## src/rtl/dual_prio_decoder.sv

```systemverilog
// rtl/dual_prio_decoder.sv - priority-index pair decoder with output FIFO (optional error counter: DPD_ERRCNT_EN)
module dual_prio_decoder #(
    parameter int FIFO_DEPTH = 2
) (
    input  logic        clk,
    input  logic        rst_n,
    input  logic [3:0]  first,
    input  logic [3:0]  second,
    input  logic        in_valid,
    output logic        in_ready,
    output logic [11:0] out,
    output logic        out_valid,
    input  logic        out_ready,
`ifdef DPD_ERRCNT_EN
    output logic        err,
    output logic [7:0]  err_cnt
`else
    output logic        err
`endif
);
    localparam int AW = $clog2(FIFO_DEPTH);
    localparam logic [AW:0] DEPTH_C = (AW+1)'(FIFO_DEPTH);
    localparam logic [3:0] NONE = 4'hF;

    logic [11:0]   mem_q [FIFO_DEPTH];
    logic [AW-1:0] wr_ptr_q, wr_ptr_d;
    logic [AW-1:0] rd_ptr_q, rd_ptr_d;
    logic [AW:0]   cnt_q, cnt_d;
    logic          err_q, err_d;

    logic          accept, illegal, push, pop;
    logic [11:0]   vec;

    function automatic logic [11:0] decode(input logic [3:0] idx);
        decode = (idx < 4'd12) ? (12'b1 << idx) : 12'b0;
    endfunction

    // Indices 12..14 are reserved; a valid pair is strictly descending with F only trailing.
    always_comb begin
        illegal = 1'b0;
        if ((first >= 4'd12 && first != NONE) || (second >= 4'd12 && second != NONE))
            illegal = 1'b1;
        else if (first == NONE && second != NONE)
            illegal = 1'b1;
        else if (first != NONE && second != NONE && first <= second)
            illegal = 1'b1;
    end

    assign vec       = decode(first) | decode(second);
    assign in_ready  = (cnt_q < DEPTH_C);
    assign out_valid = (cnt_q != '0);
    assign out       = out_valid ? mem_q[rd_ptr_q] : 12'b0;
    assign err       = err_q;

    assign accept = in_valid && in_ready;
    assign push   = accept && !illegal;
    assign pop    = out_valid && out_ready;

    always_comb begin
        wr_ptr_d = wr_ptr_q;
        rd_ptr_d = rd_ptr_q;
        cnt_d    = cnt_q;
        err_d    = accept && illegal;
        if (push) wr_ptr_d = wr_ptr_q + 1'b1;
        if (pop)  rd_ptr_d = rd_ptr_q + 1'b1;
        if (push && !pop)      cnt_d = cnt_q + 1'b1;
        else if (pop && !push) cnt_d = cnt_q - 1'b1;
    end

    always_ff @(posedge clk or negedge rst_n) begin
        if (!rst_n) begin
            wr_ptr_q <= '0;
            rd_ptr_q <= '0;
            cnt_q    <= '0;
            err_q    <= 1'b0;
        end else begin
            wr_ptr_q <= wr_ptr_d;
            rd_ptr_q <= rd_ptr_d;
            cnt_q    <= cnt_d;
            err_q    <= err_d;
        end
    end

    // Storage needs no reset: out is masked to zero whenever the queue is empty.
    always_ff @(posedge clk) begin
        if (push) mem_q[wr_ptr_q] <= vec;
    end

`ifdef DPD_ERRCNT_EN
    logic [7:0] err_cnt_q, err_cnt_d;

    always_comb begin
        err_cnt_d = err_cnt_q;
        if (accept && illegal && err_cnt_q != 8'hFF) err_cnt_d = err_cnt_q + 8'd1;
    end

    always_ff @(posedge clk or negedge rst_n) begin
        if (!rst_n) err_cnt_q <= 8'd0;
        else        err_cnt_q <= err_cnt_d;
    end

    assign err_cnt = err_cnt_q;
`endif

endmodule

```

## config.mk

```make
export PLATFORM = sky130hd
export DESIGN_NAME = dual_prio_decoder
export DESIGN_NICKNAME = d
export VERILOG_FILES = /design/src/rtl/dual_prio_decoder.sv
export SDC_FILE = /design/constraint.sdc
export NUM_CORES = 1
export LEC_CHECK = 0
export CORE_UTILIZATION = 25
export CTS_CLUSTER_SIZE = 40
export DETAILED_ROUTE_END_ITERATION = 6
export HOLD_SLACK_MARGIN = 0.12
export PLACE_DENSITY = 0.41
export SLEW_MARGIN = 20
export SYNTH_ARGS = -nofsm -noshare
export SYNTH_HDL_FRONTEND = slang
export SYNTH_SLANG_ARGS = --single-unit
```

## constraint.sdc

```tcl
create_clock -name clk -period 5.45 [get_ports clk]
set_input_delay 0.8175 -clock clk [delete_from_list [all_inputs] [get_ports clk]]
set_output_delay 0.8175 -clock clk [all_outputs]
set_load 0.05 [all_outputs]
```

Word level (Yosys, flattened, before mapping) --
Memory sizes are Yosys's and may differ from the RTL's. Cells that the tools add are included.
Storage, ports and cells: logic and storage cells 48, RAM bits 24, input port bits 12, memories 1, output and inout bits 15, register bits after elaboration 5
Cells by class: shifts and indexed selects 2, mux-type cells 10, add/sub/neg operators 4, eq/ne operators 3, reduce and logical (&&, ||, !) cells 17, order comparisons 6, bitwise logic cells 1
Memory list:
- mem_q | depth 2, width 12, rd ports 1, clocked after Yosys merged registers in 0, write ports 1, RTL line 25 | logic [11:0] mem_q [FIFO_DEPTH];
Operators by type and width (count):
- $mux 12 | 3
- $shl 1x4->12 const A | 2
- $or 12x12->12 | 1
- $logic_and 1x1->1 | 11
- $ge 4x4->1 const B | 2
- $lt 4x4->1 const B | 2
- $ne 4x4->1 const B | 2
- $mux 1 | 5
- $eq 4x4->1 const B | 1
- $le 4x4->1 | 1
- $mux 2 | 2
- $reduce_bool 2->1 | 2
- $logic_not 1->1 | 3
- $add 1x1->1 const B | 2
- $add 2x1->2 const B | 1
- $lt 2x2->1 const B | 1
- $sub 2x1->2 const B | 1
- $logic_or 1x1->1 | 1

Longest topological paths before layout --
depth in word-level cells 12, mapped depth 10, depth with buffers taken out 9

Worst setup path before layout --
Ideal clock, no wire load.
path kind in2reg, from input second[3], to memory mem_q[0][0], enable pin, path buffers 1, cell stages on the path 6, data arrival time 2.437 ns, data required time 5.068 ns, slack 2.631 ns, library setup time 0.382 ns, cell sequence buf_2 inv_1 ha_1 o211ai_1 a211oi_4 nor2b_1
Between the ends: longest elaborated chain between the ends 10
Ends and longest elaborated chain:
- start: declaration | RTL line 8 | input logic [3:0] second,
- parallel branches: the longest is 5 deep, another holds $le 4x4->1
- $mux 1 (*) | RTL line 41 | if ((first >= 4'd12 && first != NONE) || (second >= 4'd12 && second != NONE))
- $logic_not 1->1 (*) | RTL line 56 | assign push = accept && !illegal;
- $logic_and 1x1->1 (*) | RTL line 56
- via push | RTL line 31 | logic accept, illegal, push, pop;
- $mux 1 (*) | RTL line 86 | if (push) mem_q[wr_ptr_q] <= vec;
- $mux 1 (implied by the code) (*) | RTL line 86
- end: declaration | RTL line 25
Mark *: on every way through the listed nets, which the timed path passes.

Final worst setup path --
from input second[3], to memory mem_q[0][7], enable pin
The elaborated chain is that of the path after synthesis.

==> flow_summary.ini <==
[drt]
dr.pass1.iters = 4
ant_nets = 0
drtIter0Drc = 79
wl_per_cell_um = 13.9
vias_per_cell = 4.55
wl_um = 3080
drc = 0
vias = 1009

[worst_hold_path]
hold_depth = 1
hold_class = reg2reg

[cells_and_area]
syn_to_final_growth_pct = 27.8
antenna_cells = 0
stdcell_area_um2 = 1890
fin_nets = 166
drive_gt1_share_pct = 9.33

[clock_network]
tritoncts = yes
post_cts_buffers = 0
cts_buffers = 5
cts_resized = 0
clk_pin_slew_ns = 0.06
clock_latency_ns = 0.27
cts_root_buf = clkbuf_8
htree_num_levels = 2
clock-sinks = 29
hold_buffers = 0
cts_buffer_depth = 2

[global_route]
antenna_found_initial = 0
grt_first_pass_wirelength_um = 5000
grt_max_degree = 14
grt.total_usage_pct = 10.9
grt_pass1_vias = 1016
grt-ovfl-total = 0

[synthesis]
syn-num-nets = 138
yosysTopAreaCell = edfxtp_1
synth_edf_count = 24
syn_avg_cell_area_um2 = 12.2
syn_inst = 121
ys_seq_elements = 29
yosysWarnings = 0
yosys.area.top_type_share_pct = 48.9
synth-main-ff-cell = edfxtp_1
syn_area_um2 = 1480
synthTopCellsByArea = edfxtp_1 49%, dfrtp_1 8.5%, mux2i_1 8.1%
synth.distinct_cells = 31
ys_seq_area_share_pct = 57.3
async_flop_share_pct = 17.2

[worst_setup_path]
startpoint_type = input port
cp_max_fo = 12
max_stage_delay_ns = 0.83
slowest_stage = nor2b_1
endpoint_kind = flop
cp.required_ns = 5.34
worstRegToRegCells = 4
critical_path.cell_chain = clkdlybuf4s50_1 > inv_1 > ha_1 > o211ai_1 > a211oi_4 > nor2b_1
critPathArrivalTime_ns = 3.29
crit_type = in2reg

[placement]
portBuffers = 26
pre_cts_ws_ns = 1.71
hpwl_um = 2300
place_area_um2 = 1800
place_congestion = 0.776

[sta]
hold_viol = 0
finalWorstSetupSlack_ns = 2.05
fin_hold_ws_ns = 0.495
relSlewSlack_pct = 33.0
period_needed_ns = 3.40
skew_ns = 0.00420
worst_pin_slew_ns = 1.00
timing.final.crit_share_pct = 62.4
finalSetupViolations = 0
grt_setup_unrepaired = false
fmax_ghz = 0.294
drv_slew = 0
fin_tns_setup_ns = 0

[die]
die_width_um = 78.8
die_h_um = 78.8
core_um2 = 5610
dieArea_um2 = 6210
core.rowCount = 27
io_pins = 27
initial_utilization_pct = 26.3

[power_and_ir_drop]
p_leak_nw = 0.699
vdd_drop_max_v = 0.000218
powerDensity_nw_per_um2 = 493

[status]
outcome = finished, final reports clean

[run]
max-cap-violations = 0
synthesized netlist by cell type, types with 2 or more instances:
cell and number:
and2_1 2, buf_2 3, clkbuf_1 2, dfrtp_1 5
edfxtp_1 24, ha_1 5, inv_1 5, mux2i_1 12
nand2_1 10, nand2b_1 3, nand4_1 2, nor2_1 14
nor2b_1 3, o22ai_1 7, o32ai_1 4, or2_2 2
xnor2_1 3, xor2_1 2
path summary, 6_finish.rpt:
path | end | slack, ns | startpoint
setup / recovery | mem_q[0][7] | 2.05 | second[3]
hold / removal | wr_ptr_q | 0.50 | wr_ptr_q
setup reg to reg | mem_q[0][7] | 3.19 | cnt_q[1]
hold reg to reg | wr_ptr_q | 0.50 | wr_ptr_q
max in group asynchronous | cnt_q[1] | 4.48 | rst_n
min in group asynchronous | rd_ptr_q | 0.77 | rst_n
registers in the layout, indices dropped and copies added, names as in the netlist:
register  cells
mem_q        24
rd_ptr_q      1
err           1
cnt_q         2
wr_ptr_q      1
logic make-up (layout without fill, tap and decap cells):
| family | after synthesis | count (layout) | synth area share, % |
|---|---|---|---|
| adder cells (fa/ha/maj) | 5 | 5 | 4.24 |
| buffers and inverters | 11 | 40 | 3.05 |
| AO/OA/AOI/OAI | 19 | 19 | 11.2 |
| flip-flops | 29 | 29 | 57.3 |
| AND/OR/NAND/NOR | 40 | 40 | 13.1 |
| XOR/XNOR | 5 | 5 | 2.97 |
| multiplexers | 12 | 12 | 8.14 |
per-layer routing:
metal	track usage, %	up-vias	part of all wire, %
met5	0	-	0
met4	6.55	0	2.4
met3	2.41	6	5.3
met2	17.6	38	46
met1	13.4	467	46
li1	-	498	-
critical path, delay by kind of cell:
family,cells,cell delay (ns)
and+or+nand+nor,1,0.83
AOI/OAI and AO/OA,2,0.48
buffers and inverters,2,0.79
adders and majority gates,1,0.36
area by class of cell:
cell class	count	area, um2
clock buffers	6	72.6
repair buffers	26	260
flip-flops and latches	29	846
clock inverters	2	10.0
well taps	72	90.1
multi-input cells	81	584
inverters	6	22.5
fillers	585	3720
layout by cell type, fill, tap and decap left out:
cell	n
clkdlybuf4s50_1	26
edfxtp_1	24
nor2_1	14
mux2i_1	12
nand2_1	10
o22ai_1	7
inv_1	5
ha_1	5
clkbuf_8	5
dfrtp_1	5
o32ai_1	4
nand2b_1	3
nor2b_1	3
xnor2_1	3
or2_2	2
and2_1	2
nand4_1	2
xor2_1	2
clkinv_2	2
inv_2	1
or3_1	1
nor3_1	1
o21ai_0	1
o211ai_1	1
a221oi_2	1
and2_4	1
and2b_1	1
o221ai_2	1
a21boi_1	1
a211oi_4	1
a211oi_1	1
o2bb2ai_1	1
clkbuf_1	1
stage by stage:
step                      instances  util, %  total power, mW
after floorplan                 121        -            0.633
after global placement          214     32.2            0.771
after detailed placement        214     32.2            0.775
after CTS                       222     33.6            0.941
after global routing            222     33.6            0.977
final                           222     33.6            0.929
where the power goes:
part / internal, mW / switching, mW
sequential: 0.273 / 0.0385
clock: 0.0881 / 0.0758
combinational: 0.164 / 0.291
Note: power is estimated with default switching activity, not from simulation.
